## config.mk

```make
export PLATFORM = sky130hd
export DESIGN_NAME = uart_bram_loader_flat
export DESIGN_NICKNAME = d
export VERILOG_FILES = /design/src/rtl/uart_bram_loader_if.sv /design/src/rtl/uart_bram_loader.sv /design/src/flat_wrapper.sv
export SDC_FILE = /design/constraint.sdc
export NUM_CORES = 1
export LEC_CHECK = 0
export BUFFER_PORTS_ARGS = -buffer_cell sky130_fd_sc_hd__buf_4
export CORE_UTILIZATION = 55
export DETAILED_ROUTE_END_ITERATION = 10
export PLACE_DENSITY = 0.83
export SLEW_MARGIN = 15
export SYNTH_ARGS = -nofsm -noshare
export SYNTH_HDL_FRONTEND = slang
export SYNTH_SLANG_ARGS = --single-unit
```

## constraint.sdc

```tcl
create_clock -name clk -period 4.58 [get_ports clk]
set_input_delay 0.458 -clock clk [delete_from_list [all_inputs] [get_ports clk]]
set_output_delay 0.458 -clock clk [all_outputs]
set_load 0.02 [all_outputs]
```

## src/rtl/uart_bram_loader_if.sv

```systemverilog
// uart_bram_loader_if: write port from the UART program loader to the darkram X-port.
// The master (loader) drives request, strobe, byte enables, address and data;
// the slave (darkram) answers with xdack to retire the pending write.
interface uart_bram_loader_if #(
   parameter int ADDR_WIDTH = 32
);
   logic                  xdreq;
   logic                  xwr;
   logic [3:0]            xbe;
   logic [ADDR_WIDTH-1:0] xaddr;
   logic [31:0]           xdata;
   logic                  xdack;

   modport master (output xdreq, output xwr, output xbe, output xaddr, output xdata, input xdack);
   modport slave  (input xdreq, input xwr, input xbe, input xaddr, input xdata, output xdack);
endinterface

```

## src/rtl/uart_bram_loader.sv

```systemverilog
// uart_bram_loader: receives a framed firmware image over an 8N1 UART, packs the payload
// into little-endian 32-bit words and writes them into darkram through the X-port, holding
// the core (cpu_hold) for the duration of the frame.
// Frame: 0xA5, cnt_lo, cnt_hi, then 4*cnt data bytes.
// Build option: define LOADER_CHECKSUM_EN to require a trailing XOR checksum byte.
module uart_bram_loader #(
   parameter int                    CLK_HZ       = 32000000,
   parameter int                    BAUD         = 115200,
   parameter int                    ADDR_WIDTH   = 32,
   parameter logic [ADDR_WIDTH-1:0] BASE_ADDR    = '0,
   parameter int                    MAX_WORDS    = 1024,
   parameter int                    IDLE_TIMEOUT = 3200000
) (
   input  logic               clk,
   input  logic               reset,
   input  logic               rx_i,
   uart_bram_loader_if.master bram,
   output logic               cpu_hold_o,
   output logic               busy_o,
   output logic               done_o,
   output logic               err_o
);
   localparam int DIV = CLK_HZ / BAUD;
   localparam int CW  = $clog2(DIV + 1);
   localparam int TW  = $clog2(IDLE_TIMEOUT + 1);

   typedef enum logic [1:0] {R_IDLE, R_START, R_DATA, R_STOP} rxState_t;
   typedef enum logic [2:0] {F_HDR, F_CNT0, F_CNT1, F_DATA, F_WRITE, F_CSUM, F_DONE} frameState_t;

`ifdef LOADER_CHECKSUM_EN
   localparam frameState_t LAST_NEXT = F_CSUM;
`else
   localparam frameState_t LAST_NEXT = F_DONE;
`endif

   logic          rxMeta_q, rxSync_q, rxPrev_q;
   rxState_t      rxState_q;
   logic [CW-1:0] bitCnt_q;
   logic [2:0]    bitIdx_q;
   logic [7:0]    rxShift_q;
   logic          byteValid_q, frameErr_q;

   frameState_t           frameState_q;
   logic [15:0]           wordCnt_q, wordIdx_q;
   logic [7:0]            cntLo_q;
   logic [1:0]            byteIdx_q;
   logic [TW-1:0]         timer_q, timer_d;
   logic                  timeout, abortReq, hdrAccept;
   logic                  xdreq_q, busy_q, done_q, err_q;
   logic [3:0]            xbe_q;
   logic [ADDR_WIDTH-1:0] xaddr_q;
   logic [31:0]           xdata_q;
`ifdef LOADER_CHECKSUM_EN
   logic [7:0]            csum_q;
`endif

   // Bring rx into the clock domain and keep one older sample for start-edge detection
   always_ff @(posedge clk) begin
      if (reset) begin
         rxMeta_q <= 1'b1;
         rxSync_q <= 1'b1;
         rxPrev_q <= 1'b1;
      end else begin
         rxMeta_q <= rx_i;
         rxSync_q <= rxMeta_q;
         rxPrev_q <= rxSync_q;
      end
   end

   // 8N1 receiver: centre-samples each bit, flags a good byte or a bad stop bit for one cycle
   always_ff @(posedge clk) begin
      if (reset) begin
         rxState_q   <= R_IDLE;
         bitCnt_q    <= '0;
         bitIdx_q    <= '0;
         rxShift_q   <= '0;
         byteValid_q <= 1'b0;
         frameErr_q  <= 1'b0;
      end else begin
         byteValid_q <= 1'b0;
         frameErr_q  <= 1'b0;
         case (rxState_q)
            R_IDLE: begin
               if (rxPrev_q && !rxSync_q) begin
                  rxState_q <= R_START;
                  bitCnt_q  <= CW'(DIV / 2);
               end
            end
            R_START: begin
               if (bitCnt_q == '0) begin
                  if (!rxSync_q) begin
                     rxState_q <= R_DATA;
                     bitCnt_q  <= CW'(DIV - 1);
                     bitIdx_q  <= '0;
                  end else begin
                     rxState_q <= R_IDLE;
                  end
               end else begin
                  bitCnt_q <= bitCnt_q - CW'(1);
               end
            end
            R_DATA: begin
               if (bitCnt_q == '0) begin
                  rxShift_q <= {rxSync_q, rxShift_q[7:1]};
                  bitCnt_q  <= CW'(DIV - 1);
                  bitIdx_q  <= bitIdx_q + 3'd1;
                  if (bitIdx_q == 3'd7) rxState_q <= R_STOP;
               end else begin
                  bitCnt_q <= bitCnt_q - CW'(1);
               end
            end
            R_STOP: begin
               if (bitCnt_q == '0) begin
                  if (rxSync_q) byteValid_q <= 1'b1;
                  else          frameErr_q  <= 1'b1;
                  rxState_q <= R_IDLE;
               end else begin
                  bitCnt_q <= bitCnt_q - CW'(1);
               end
            end
            default: rxState_q <= R_IDLE;
         endcase
      end
   end

   assign hdrAccept = (frameState_q == F_HDR) && byteValid_q && (rxShift_q == 8'hA5);

   // Inter-byte watchdog: reloads on every byte (a byte arriving on the expiry cycle wins)
   always_comb begin
      timer_d = timer_q;
      timeout = 1'b0;
      if (byteValid_q || frameState_q == F_HDR) begin
         timer_d = TW'(IDLE_TIMEOUT - 1);
      end else if (timer_q == '0) begin
         timeout = (frameState_q != F_DONE);
      end else begin
         timer_d = timer_q - TW'(1);
      end
   end

   // Conditions that kill the frame; a byte landing while a write is still pending is an overrun
   always_comb begin
      abortReq = timeout;
      if (byteValid_q) begin
         case (frameState_q)
            F_CNT1:  abortReq = ({rxShift_q, cntLo_q} > 16'(MAX_WORDS));
            F_WRITE: abortReq = 1'b1;
`ifdef LOADER_CHECKSUM_EN
            F_CSUM:  abortReq = (rxShift_q != csum_q);
`endif
            default: abortReq = 1'b0;
         endcase
      end
   end

`ifdef LOADER_CHECKSUM_EN
   // Running XOR over the count bytes and every payload byte of the current frame
   always_ff @(posedge clk) begin
      if (reset || hdrAccept) begin
         csum_q <= '0;
      end else if (byteValid_q && (frameState_q == F_CNT0 || frameState_q == F_CNT1 ||
                                   frameState_q == F_DATA)) begin
         csum_q <= csum_q ^ rxShift_q;
      end
   end
`endif

   // Frame sequencer: header, word count, payload assembly and the X-port write handshake
   always_ff @(posedge clk) begin
      if (reset) begin
         frameState_q <= F_HDR;
         wordCnt_q    <= '0;
         wordIdx_q    <= '0;
         cntLo_q      <= '0;
         byteIdx_q    <= '0;
         timer_q      <= TW'(IDLE_TIMEOUT - 1);
         xdreq_q      <= 1'b0;
         xbe_q        <= 4'h0;
         xaddr_q      <= '0;
         xdata_q      <= '0;
         busy_q       <= 1'b0;
         done_q       <= 1'b0;
         err_q        <= 1'b0;
      end else begin
         timer_q <= timer_d;
         done_q  <= 1'b0;
         if (frameErr_q) err_q <= 1'b1;
         if (abortReq) begin
            err_q        <= 1'b1;
            frameState_q <= F_HDR;
            xdreq_q      <= 1'b0;
            xbe_q        <= 4'h0;
            busy_q       <= 1'b0;
            wordIdx_q    <= '0;
         end else begin
            case (frameState_q)
               F_HDR: begin
                  if (hdrAccept) begin
                     frameState_q <= F_CNT0;
                     err_q        <= 1'b0;
                     busy_q       <= 1'b1;
                  end
               end
               F_CNT0: begin
                  if (byteValid_q) begin
                     cntLo_q      <= rxShift_q;
                     frameState_q <= F_CNT1;
                  end
               end
               F_CNT1: begin
                  if (byteValid_q) begin
                     wordCnt_q    <= {rxShift_q, cntLo_q};
                     byteIdx_q    <= '0;
                     frameState_q <= ({rxShift_q, cntLo_q} == 16'd0) ? F_DONE : F_DATA;
                  end
               end
               F_DATA: begin
                  if (byteValid_q) begin
                     xdata_q[8*byteIdx_q +: 8] <= rxShift_q;
                     byteIdx_q <= byteIdx_q + 2'd1;
                     if (byteIdx_q == 2'd3) begin
                        xdreq_q      <= 1'b1;
                        xbe_q        <= 4'hf;
                        xaddr_q      <= BASE_ADDR + ADDR_WIDTH'({wordIdx_q, 2'b00});
                        frameState_q <= F_WRITE;
                     end
                  end
               end
               F_WRITE: begin
                  if (bram.xdack) begin
                     xdreq_q      <= 1'b0;
                     xbe_q        <= 4'h0;
                     wordIdx_q    <= wordIdx_q + 16'd1;
                     frameState_q <= (wordIdx_q + 16'd1 == wordCnt_q) ? LAST_NEXT : F_DATA;
                  end
               end
`ifdef LOADER_CHECKSUM_EN
               F_CSUM: begin
                  if (byteValid_q) frameState_q <= F_DONE;
               end
`endif
               F_DONE: begin
                  done_q       <= 1'b1;
                  busy_q       <= 1'b0;
                  wordIdx_q    <= '0;
                  frameState_q <= F_HDR;
               end
               default: frameState_q <= F_HDR;
            endcase
         end
      end
   end

   assign bram.xdreq = xdreq_q;
   assign bram.xwr   = xdreq_q;
   assign bram.xbe   = xbe_q;
   assign bram.xaddr = xaddr_q;
   assign bram.xdata = xdata_q;
   assign cpu_hold_o = busy_q;
   assign busy_o     = busy_q;
   assign done_o     = done_q;
   assign err_o      = err_q;
endmodule

```

## src/flat_wrapper.sv

```systemverilog
// flat-port wrapper written by rule: the top's interface ports become plain ports
module uart_bram_loader_flat 
#(
   parameter int                    CLK_HZ       = 32000000,
   parameter int                    BAUD         = 115200,
   parameter int                    ADDR_WIDTH   = 32,
   parameter logic [ADDR_WIDTH-1:0] BASE_ADDR    = '0,
   parameter int                    MAX_WORDS    = 1024,
   parameter int                    IDLE_TIMEOUT = 3200000
)
  (clk, reset, rx_i, cpu_hold_o, busy_o, done_o, err_o, bram_xdreq, bram_xwr, bram_xbe, bram_xaddr, bram_xdata, bram_xdack);
  uart_bram_loader_if #(.ADDR_WIDTH(ADDR_WIDTH)) bram_i ();
  input  logic clk;
  input  logic reset;
  input  logic rx_i;
  output logic cpu_hold_o;
  output logic busy_o;
  output logic done_o;
  output logic err_o;
  output wire logic [$bits(bram_i.xdreq)-1:0] bram_xdreq;
  output wire logic [$bits(bram_i.xwr)-1:0] bram_xwr;
  output wire logic [$bits(bram_i.xbe)-1:0] bram_xbe;
  output wire logic [$bits(bram_i.xaddr)-1:0] bram_xaddr;
  output wire logic [$bits(bram_i.xdata)-1:0] bram_xdata;
  input wire logic [$bits(bram_i.xdack)-1:0] bram_xdack;
  assign bram_xdreq = bram_i.xdreq;
  assign bram_xwr = bram_i.xwr;
  assign bram_xbe = bram_i.xbe;
  assign bram_xaddr = bram_i.xaddr;
  assign bram_xdata = bram_i.xdata;
  assign bram_i.xdack = bram_xdack;
  uart_bram_loader #(.CLK_HZ(CLK_HZ), .BAUD(BAUD), .ADDR_WIDTH(ADDR_WIDTH), .BASE_ADDR(BASE_ADDR), .MAX_WORDS(MAX_WORDS), .IDLE_TIMEOUT(IDLE_TIMEOUT)) u_core (.clk(clk), .reset(reset), .rx_i(rx_i), .bram(bram_i), .cpu_hold_o(cpu_hold_o), .busy_o(busy_o), .done_o(done_o), .err_o(err_o));
endmodule
```

-- Word level (Yosys, flattened, before mapping)
Index checks and enable logic that the tools add are counted.
- shift-type cells: 2
- add/subtract/negate cells: 6
- bitwise gates (word level): 3
- reductions and logical operators: 31
- order comparisons: 1
- multipliers: 0
- divide/modulo/power cells: 0
- equal/unequal tests: 27
- multiplexer cells: 53
- operators by type and width (cell ; number):
    $mux 9 ; 5
    $pmux 9 s4 ; 1
    $neg 5->34 ; 1
    $shift 8x34->32 const A ; 1
    $shiftx 8x34->32 ; 1
    $mux 3 ; 11
    $bwmux 32 ; 1
    $pmux 16 s2 ; 1
    $logic_not 22->1 ; 1
    $sub 22x1->22 const B ; 1
    $ne 2x1->1 const B ; 10
    $add 16x1->16 const B ; 1
    $eq 16x16->1 ; 1
    $gt 16x11->1 const B ; 1
    $logic_not 16->1 ; 1
    $mux 16 ; 1
    $mux 2 ; 8
    $reduce_and 4->1 ; 4
    $pmux 3 s5 ; 1
    $mux 1 ; 14
    $mux 4 ; 3
    $reduce_and 3->1 ; 4
    $reduce_bool 2->1 ; 5
    $eq 3x3->1 const B ; 3
    27 further kinds ; 42
- bits in registers: 150
- bits in latches: 0
- input port bits: 4
- memory bits (read-only): 0
- bits in writable memories: 0
- logic and storage cells: 145
- memories kept: 0

-- Depth between registers and ports, before layout
Gate-level depths: netlist of run 1.
- depth after elaboration: 6
- depth in mapped cells: 10
- gate-level depth less buffers: 8

-- Least setup slack after synthesis of run 1
Ideal clock, no wire load.
- path kind: register to register
- start: reg u_core.bitCnt_q[0]
- end: reg u_core.bitIdx_q[0]
- setup slack: 2287 ps
- library setup time: 128 ps
- stages on the path, launching flop included: 11
- arrival time: 2165 ps
- path through: dfxtp_1 > inv_1 > ha_1 > or3b_1 > buf_2 > or4_1 > buf_2 > a21oi_1 > o21a_1 > mux2i_1 > nor2_1
- cells in the longest elaborated chain, start to end: 3
- elaborated cells on any way between the ends: 4
- RTL lines (item ; line ; source):
    start: declaration ; uart_bram_loader.sv:38 ; logic [CW-1:0] bitCnt_q;
    start signal: assignment ; uart_bram_loader.sv:86 ; bitCnt_q <= CW'(DIV / 2);
    start signal: assignment ; uart_bram_loader.sv:93 ; bitCnt_q <= CW'(DIV - 1);
    start signal: assignment ; uart_bram_loader.sv:99 ; bitCnt_q <= bitCnt_q - CW'(1);
    $logic_not 9->1 * ; uart_bram_loader.sv:90, uart_bram_loader.sv:103 ;
    $ne 2x1->1 (no source line) ; -- ;
    $reduce_and 4->1 (no source line) * ; -- ;
    end signal: assignment ; uart_bram_loader.sv:106 ; bitIdx_q <= bitIdx_q + 3'd1;
    end: declaration ; uart_bram_loader.sv:39 ; logic [2:0] bitIdx_q;
Every way passes the cells marked *; elsewhere a longest branch is shown, timed or not.
A chain may end at the register's enable or synchronous reset.

-- Worst setup path after layout of run 1
- start: reg u_core.wordIdx_q[4]
- end: reg u_core.frameState_q[0]
- cells in the longest elaborated chain, start to end: 5
- RTL lines (item ; line ; source):
    start: declaration ; uart_bram_loader.sv:44 ; logic [15:0] wordCnt_q, wordIdx_q;
    start signal: assignment ; uart_bram_loader.sv:233 ; wordIdx_q <= wordIdx_q + 16'd1;
    $add 16x1->16 ; uart_bram_loader.sv:234 ; frameState_q <= (wordIdx_q + 16'd1 == wordCnt_q) ? LAST_NEXT : F_DATA;
    $eq 16x16->1 ; uart_bram_loader.sv:234 ;
    $mux 3 ; uart_bram_loader.sv:234 ;
    $mux 3 ; uart_bram_loader.sv:230 ; if (bram.xdack) begin
    $pmux 3 s5 ; uart_bram_loader.sv:196 ; case (frameState_q)
    end signal: assignment ; uart_bram_loader.sv:214 ; frameState_q <= ({rxShift_q, cntLo_q} == 16'd0) ? F_DONE : F_DATA;
    end signal: assignment ; uart_bram_loader.sv:234 ;
    end: declaration ; uart_bram_loader.sv:43 ; frameState_t frameState_q;
No other way between the ends. The select of a mux whose other input is x is not followed.

==> results by group, run 1 <==
Detailed routing
  – Post-Route M1 WL: 7310 um
  – DR WL met2: 7210 um
  – Vias: 6200
  – Highest routing layer actually used: met4
  – Routed wire length: 15800 um
  – DR WL met3: 997 um
  – Number of vias per cell: 5.72
  – Number of remaining DRC errors: 0
  – Drt pass-1 iters: 5
  – Detailed Route Iter0 Violations: 403
  – Avg WL per Cell: 14.6 um
  – Post-route ant nets: 0

Floorplanning
  – Core area: 0.0126 mm2
  – Die Wd: 115 um
  – Row count: 41
  – Top-level I/O count: 78
  – Die ar.: 0.0133 mm2
  – Initial Util: 56.3%
  – Die Y: 115 um

Critical path
  – Slowest-stage cell, CP: nor4_1
  – CP required: 4.89 ns
  – CP Capture Type: flop
  – Slowest stage delay, CP: 0.62 ns
  – Crit-path max FO: 12
  – R2r endpoint: u_core.frameState_q[0]$_SDFFE_PP0P_
  – Arrival time at the worst endpoint: 2.91 ns
  – Crit Path Category: flop to flop
  – RR Startpoint: u_core.wordIdx_q[4]$_SDFFE_PP0P_
  – Register-to-register setup slack: 1.98 ns
  – Worst-path cell chain: nand3_1 -> nor4_1 -> xnor2_1 -> nor4_1 -> nand3_1 -> nor3b_2
  – R2R cell count: 6
  – CP Launch Type: flop

Clock network
  – Skew-Pair Late Insertion Delay: 0.43 ns
  – Clk pin slew, worst setup/hold paths: 0.06 ns
  – CTS root buffer: clkbuf_16
  – Post-CTS Setup Bufs: 0
  – TritonCTS clock tree: built
  – PostCTS Resize Cnt: 0
  – Clk sinks: 146
  – CTS Buffer Depth: 2
  – # hold bufs at CTS: 0
  – H-tree depth: 4
  – CTS buffer count: 17

Timing
  – Final Setup Violations: 0
  – Setup tns final: 0 ns
  – Unrepaired setup endpoints after global routing: no
  – Actual slew at the worst max-slew pin: 1.01 ns
  – Minimum clock period: 2.60 ns
  – Final Skew: 0.00637 ns
  – Final period util: 56.8%
  – Fin. Hold Viols: 0
  – Worst Hold Margin: 0.208 ns
  – Slew headroom: 32.8%
  – F_max: 384 MHz
  – Max-slew violation count: 0

Synthesis
  – Synth Area in Compound Gates: 14.6%
  – Seq/Total Area, Yosys: 41.3%
  – Top FF cell, synth: dfxtp_1
  – Synth Instances: 879
  – Seq cells post-synth: 146
  – Mux contribution to synthesized area: 1.70%
  – Average size of a mapped cell: 8.05 um2
  – Yosys warning total: 0
  – EDFF count, synth: 0
  – Post-synthesis xor/xnor area fraction: 4.46%
  – Synth unique cells: 67
  – Syn Std Cell Area: 0.00707 mm2
  – Synth Area in Adders: 2.83%
  – Cell taking the most area after synthesis: dfxtp_1
  – Simple-gate portion of the synthesized area: 28.0%
  – Synth top area share: 41.3%
  – Main combinational cell family by area after synthesis: simple AND/OR/NAND/NOR gates
  – Async set-reset flop share out of synthesis: 0%
  – Synth top area cells: dfxtp_1 (41%), a21oi_1 (6.7%), nand2_1 (6.2%), nand3_1 (5.4%), nor2_1 (4.0%)

Power and ir drop
  – Total power: 2.82 mW
  – P per Cell Area: 353 mW/mm2
  – Max IR drop VDD: 0.314 mV
  – Leakage: 2.86 nW

Min path
  – Min-delay src: rx_i
  – Hold path cells: 2
  – Worst Hold End: u_core.rxMeta_q$_SDFF_PP1_
  – Hold Path Class: input port to flop

Layout
  – Fin util: 63.6%
  – NumNets Final: 919
  – N_diodes: 0
  – Share of cells above drive strength 1: 13.1%
  – Area Overhead vs Synth: 12.9%
  – Final non-filler cell total: 1083
  – Layout fillers: 1067

GRT
  – Initial antenna violation count: 0
  – Vias in the first global route: 5531
  – GRT Total Usage: 25.1%
  – Grt total ovfl: 0
  – First-pass GRT wire length: 26300 um
  – Largest net degree at the start of global routing: 100

Place
  – Port Buf Inserts: 61
  – Placed cells: 1052
  – Detailed Place HPWL: 10300 um
  – Routability cong.: 0.880

Flow run
  – Max Cap Viol: 0

Outcome
  – Status: finished, final reports clean
cells by family (layout without fill, tap and decap cells):
family / count (synthesis) / in the layout
xor gates and xnor gates: 36 / 36
and+or+nand+nor: 395 / 395
DFF: 146 / 146
adders and majority gates: 16 / 16
other: 1 / 16
muxes: 12 / 12
AOI/OAI and AO/OA: 174 / 174
buffers and inverters: 99 / 116
area by class of cell:
type / count / area [um2] / area share, %
clock buffer: 20 / 457 / 5.72
inverter: 18 / 67.6 / 0.846
multi-input combinational: 649 / 3720 / 46.5
tap: 172 / 215 / 2.69
timing repair buffer: 67 / 503 / 6.30
sequential: 146 / 2920 / 36.6
clock inverter: 11 / 105 / 1.32
synth_stat cells, drive strengths merged (2+ instances only):
library cell / n
dfxtp: 146
nand2: 116
a21oi: 95
nand3: 76
nor2: 75
buf: 41
clkbuf: 40
nor3: 27
o21ai: 27
xnor2: 22
inv: 18
nor4: 18
ha: 16
xor2: 14
and2: 12
mux2i: 12
or3: 11
nand4: 10
nor3b: 10
a211oi: 7
and3: 7
a31oi: 6
nand2b: 6
nor2b: 6
or4: 5
a21boi: 4
a311oi: 4
nand3b: 4
o211ai: 4
or2: 4
a32oi: 3
o21a: 3
o21bai: 3
o31ai: 3
a21o: 2
a22oi: 2
nor4b: 2
nor4bb: 2
o2111ai: 2
sequential cells by signal (all words and copies together) (netlist names), 2 cells and up, named ones only:
name	flops
u_core.bitIdx_q	3
u_core.bram.xdata	32
u_core.byteIdx_q	2
u_core.cntLo_q	8
u_core.frameState_q	3
u_core.timer_q	22
u_core.wordIdx_q	16
u_core.bitCnt_q	9
u_core.bram.xaddr	16
u_core.rxShift_q	8
u_core.wordCnt_q	16
worst max path at each step:
stage,slack [ns],end,from
after detailed placement,2.04,u_core.frameState_q[0]$_SDFFE_PP0P_,u_core.wordIdx_q[4]$_SDFFE_PP0P_
after floorplan,2.29,u_core.bitIdx_q[0]$_SDFFE_PP0P_,u_core.bitCnt_q[0]$_SDFFE_PP0P_
after CTS,2.03,u_core.frameState_q[0]$_SDFFE_PP0P_,u_core.wordIdx_q[4]$_SDFFE_PP0P_
final,1.98,u_core.frameState_q[0]$_SDFFE_PP0P_,u_core.wordIdx_q[4]$_SDFFE_PP0P_
after global routing,1.82,u_core.wordIdx_q[7]$_SDFFE_PP0P_,u_core.timer_q[11]$_SDFFE_PP0P_
after global placement,2.11,u_core.frameState_q[0]$_SDFFE_PP0P_,u_core.wordIdx_q[4]$_SDFFE_PP0P_
placed cells by master, fill, tap and decap left out, types with 7 or more instances in the layout:
cell type	count
nor3b_1	9
nor4_1	15
inv_1	18
dfxtp_1	146
xor2_1	14
ha_1	16
mux2i_1	12
buf_4	67
or3_1	8
nand3_1	76
a21oi_1	94
nor2_1	75
xnor2_1	22
and3_1	7
nor3_1	21
nand4_1	9
clkbuf_16	17
o21ai_0	26
and2_1	12
nand2_1	116
conb_1	16
power breakdown:
group	internal (mW)	switching [mW]	total [mW]
registers	1.28	0.0165	1.30
clock network	0.774	0.541	1.31
logic	0.0716	0.136	0.208
total	2.13	0.693	2.82
critical path: cells and delay by family (launching register included):
kind	cells	cell delay (ns)
DFF	1	0.52
xor gates and xnor gates	1	0.15
and+or+nand+nor	5	1.81
metal layers:
metal  up-vias  track usage [%]
met3        27             6.33
met4         0             9.52
met5         -                0
li1       3076                -
met2       215             38.6
met1      2882             33.9
metrics by stage:
step	area, um2	worst slack [ns]
CTS	7990	2.03
floorplan	7130	2.29
global placement	7430	2.11
global route	7990	1.82
finish	7990	1.98
detailed placement	7430	2.04
Power figures use the tool's default switching activity.
==> run 2: changes to the inputs <==
--- a/config.mk
+++ b/config.mk
@@ -6,7 +6,7 @@
 export NUM_CORES = 1
 export LEC_CHECK = 0
 export BUFFER_PORTS_ARGS = -buffer_cell sky130_fd_sc_hd__buf_4
-export CORE_UTILIZATION = 55
+export CORE_UTILIZATION = 53
 export DETAILED_ROUTE_END_ITERATION = 10
 export PLACE_DENSITY = 0.83
 export SLEW_MARGIN = 15
==> constraint.sdc (replaced) <==
create_clock -name clk -period 2.3 [get_ports clk]
set_input_delay 0.23 -clock clk [delete_from_list [all_inputs] [get_ports clk]]
set_output_delay 0.23 -clock clk [all_outputs]
set_load 0.02 [all_outputs]
==> run 2 against run 1 <==
Die area up 3.7%. Sequential share of layout area down 2.1 points. Highest routed layer unchanged. Design area up 6.2%. Clock power up 110%. Utilization up 2.6 points. Register-to-register slack worse by 1.8 ns.
==> results by group, run 2 (synthesis results as in run 1) <==
Outcome
  – Status: finished, final reports clean

Floorplanning
  – Top-level I/O count: 78 (unchanged)
  – Core area: 0.0128 mm2 (+2.0%)
  – Die Y: 118 um (+1.8%)
  – Die Wd: 118 um (+1.8%)
  – Row count: 41 (unchanged)
  – Die ar.: 0.0138 mm2 (+3.7%)
  – Initial Util: 55.2% (-1.1 points)

Power and ir drop
  – Fraction of power spent switching nets: 23.5% (-1.1 points)
  – P_sw: 1.37 mW (+97%)
  – Max IR drop VDD: 0.518 mV (+65%)
  – Clock power share: 46.6% (about the same)
  – Internal power: 4.44 mW (+110%)
  – Seq pwr share: 44.6% (-1.4 points)
  – P per Cell Area: 684 mW/mm2 (+94%)
  – Leakage: 3.15 nW (+10%)
  – Logic pwr share: 8.8% (+1.4 points)

Timing
  – Slew headroom: 55.5% (+23 points)
  – Actual slew at the worst max-slew pin: 0.661 ns (-0.347 ns)
  – Minimum clock period: 2.17 ns (-0.431 ns)
  – Max-slew violation count: 0 (unchanged)
  – Fin. Hold Viols: 0 (unchanged)
  – Final period util: 94.4% (+38 points)
  – Final Setup Violations: 0 (unchanged)
  – Worst Hold Margin: 0.236 ns (+0.0287 ns)
  – F_max: 461 MHz (+20%)
  – Final Skew: 0.00723 ns (+0.000859 ns)

Layout
  – Final instance area: 0.00848 mm2 (+6.2%)
  – Most common cell after layout, fill and taps aside: dfxtp_1
  – Largest register FFs: 32 (unchanged)
  – Fin util: 66.1% (+2.6 points)
  – NumNets Final: 973 (+5.9%)
  – N_diodes: 0 (unchanged)
  – Area Overhead vs Synth: 19.9%
  – Most frequent cells in the layout: dfxtp_1 (143), buf_4 (120), nand2_1 (116)
  – Share of cells above drive strength 1: 19.2% (+6.1 points)

Critical path
  – Slowest stage delay, CP: 0.52 ns (-0.10 ns)
  – Slowest-stage cell, CP: or3_4
  – CP required: 2.63 ns (-2.26 ns)
  – CP top delay family: simple AND/OR/NAND/NOR gates
  – CP Capture Type: flop
  – RR Startpoint: u_core.rxShift_q[3]$_SDFFE_PP0P_
  – Worst path buffer plus inverter count: 0 (unchanged)
  – Crit Path Category: flop to flop
  – Arrival time at the worst endpoint: 2.50 ns (-0.41 ns)
  – CP Launch Type: flop
  – Worst-path cell chain: or3_4 -> or3_4 -> a21oi_2 -> o22ai_1 -> or3_4 -> a311oi_1
  – Crit-path max FO: 22 (+10)
  – Crit. Startpoint: u_core.rxShift_q[3]$_SDFFE_PP0P_
  – Crit-path most repeated cell: or3_4

Place
  – Port Buf Inserts: 61 (unchanged)
  – Detailed Place HPWL: 11300 um (+9.2%)
  – Placement Cell Area: 0.00783 mm2 (+5.4%)
  – Routability cong.: 0.912 (+3.6%)

Clock network
  – TritonCTS clock tree: built
  – CTS buffer count: 17 (unchanged)
  – Post-CTS Setup Bufs: 0 (unchanged)
  – H-tree depth: 4 (unchanged)
  – CTS root buffer: clkbuf_16
  – Clk pin slew, worst setup/hold paths: 0.06 ns (about the same)
  – Clk sinks: 146 (unchanged)
  – Skew-Pair Late Insertion Delay: 0.43 ns (about the same)
  – CTS Buffer Depth: 2 (unchanged)

Detailed routing
  – Number of vias per cell: 5.69 (-0.69%)
  – Number of remaining DRC errors: 0 (unchanged)
  – Avg WL per Cell: 14.9 um (+1.9%)
  – Vias: 6453 (+4.1%)
  – Routed wire length: 16900 um (+6.8%)
  – Detailed Route Iter0 Violations: 441 (+9.4%)
  – Post-route ant nets: 0 (unchanged)
  – Drt pass-1 iters: 5 (unchanged)

GRT
  – First-pass GRT wire length: 28100 um (+6.5%)
  – Largest net degree at the start of global routing: 42 (-58%)
  – Initial antenna violation count: 0 (unchanged)
  – Grt total ovfl: 0 (unchanged)
  – Vias in the first global route: 5950 (+7.6%)
  – GRT Total Usage: 24.7% (-0.35 points)

Min path
  – Min-delay src: reset
  – Hold Path Class: input port to flop

Flow run
  – Max Cap Viol: 0 (unchanged)
## run 2: cell types whose count changed in the layout (fill, tap and decap cells not counted), sizes merged
cell and change:
dlygate4sd3 +1, clkinvlp -3, buf +53, clkinv +2, clkbuf -1, bufinv +2, inv -2
## run 2: path summary, 6_finish.rpt
kind         cells past startpoint                           endpoint  slack, ns
min                              2            u_core.err_o$_SDFF_PP0_       0.24
max reg2reg                      6  u_core.wordIdx_q[14]$_SDFFE_PP0P_       0.13
min reg2reg                      1         u_core.rxSync_q$_SDFF_PP1_       0.41
max                              6  u_core.wordIdx_q[14]$_SDFFE_PP0P_       0.13
## run 2: power by group through the flow
stage / combinational (mW) / sequential [mW] / clock (mW)
detailed placement: 0.448 / 2.64 / 0
finish: 0.511 / 2.59 / 2.71
CTS: 0.463 / 2.58 / 2.75
global route: 0.568 / 2.59 / 2.84
global placement: 0.442 / 2.64 / 0
floorplan: 0.365 / 2.63 / 0
## run 2: routing by layer
metal	part of all wire (%)	GRT usage (%)
met1	44	31.7
met2	48	41.2
met3	5.8	4.65
met4	1.7	9.54
met5	0	0
## run 2: layout make-up
cell class / count / area (um2)
Inverter: 18 / 67.6
Tap cell: 172 / 215
Clock inverter: 10 / 139
Clock buffer: 19 / 433
Multi-Input combinational cell: 649 / 3790
Sequential cell: 146 / 2930
Timing Repair Buffer: 121 / 911
Fill cell: 1068 / 4340
## run 2: per-stage QoR
stage	TNS [ns]	total power [mW]	setup slack, ns	std cells
CTS	0	5.79	0.0102	1135
finish	0	5.80	0.130	1135
detailed placement	-0.00957	3.08	-0.00957	1105
global route	-0.000900	5.99	-0.000900	1135
floorplan	0	3.00	0.00704	894
global placement	0	3.08	0.0634	1105
## run 2: worst reg2reg max path, cell delays in order (launching register included)
cell and delay [ns]:
dfxtp_1 0.32, or3_4 0.40, or3_4 0.36, a21oi_2 0.11
o22ai_1 0.11, or3_4 0.52, a311oi_1 0.25
## run 2: what timing repair did
item                                    4_1_cts  5_1_grt
hold endpoints to repair                      1        0
endpoints found under the setup margin        3       23
resized for setup                             2       17
gates cloned                                  0        0
pin swaps                                     0        5
hold buffers                                  1        0
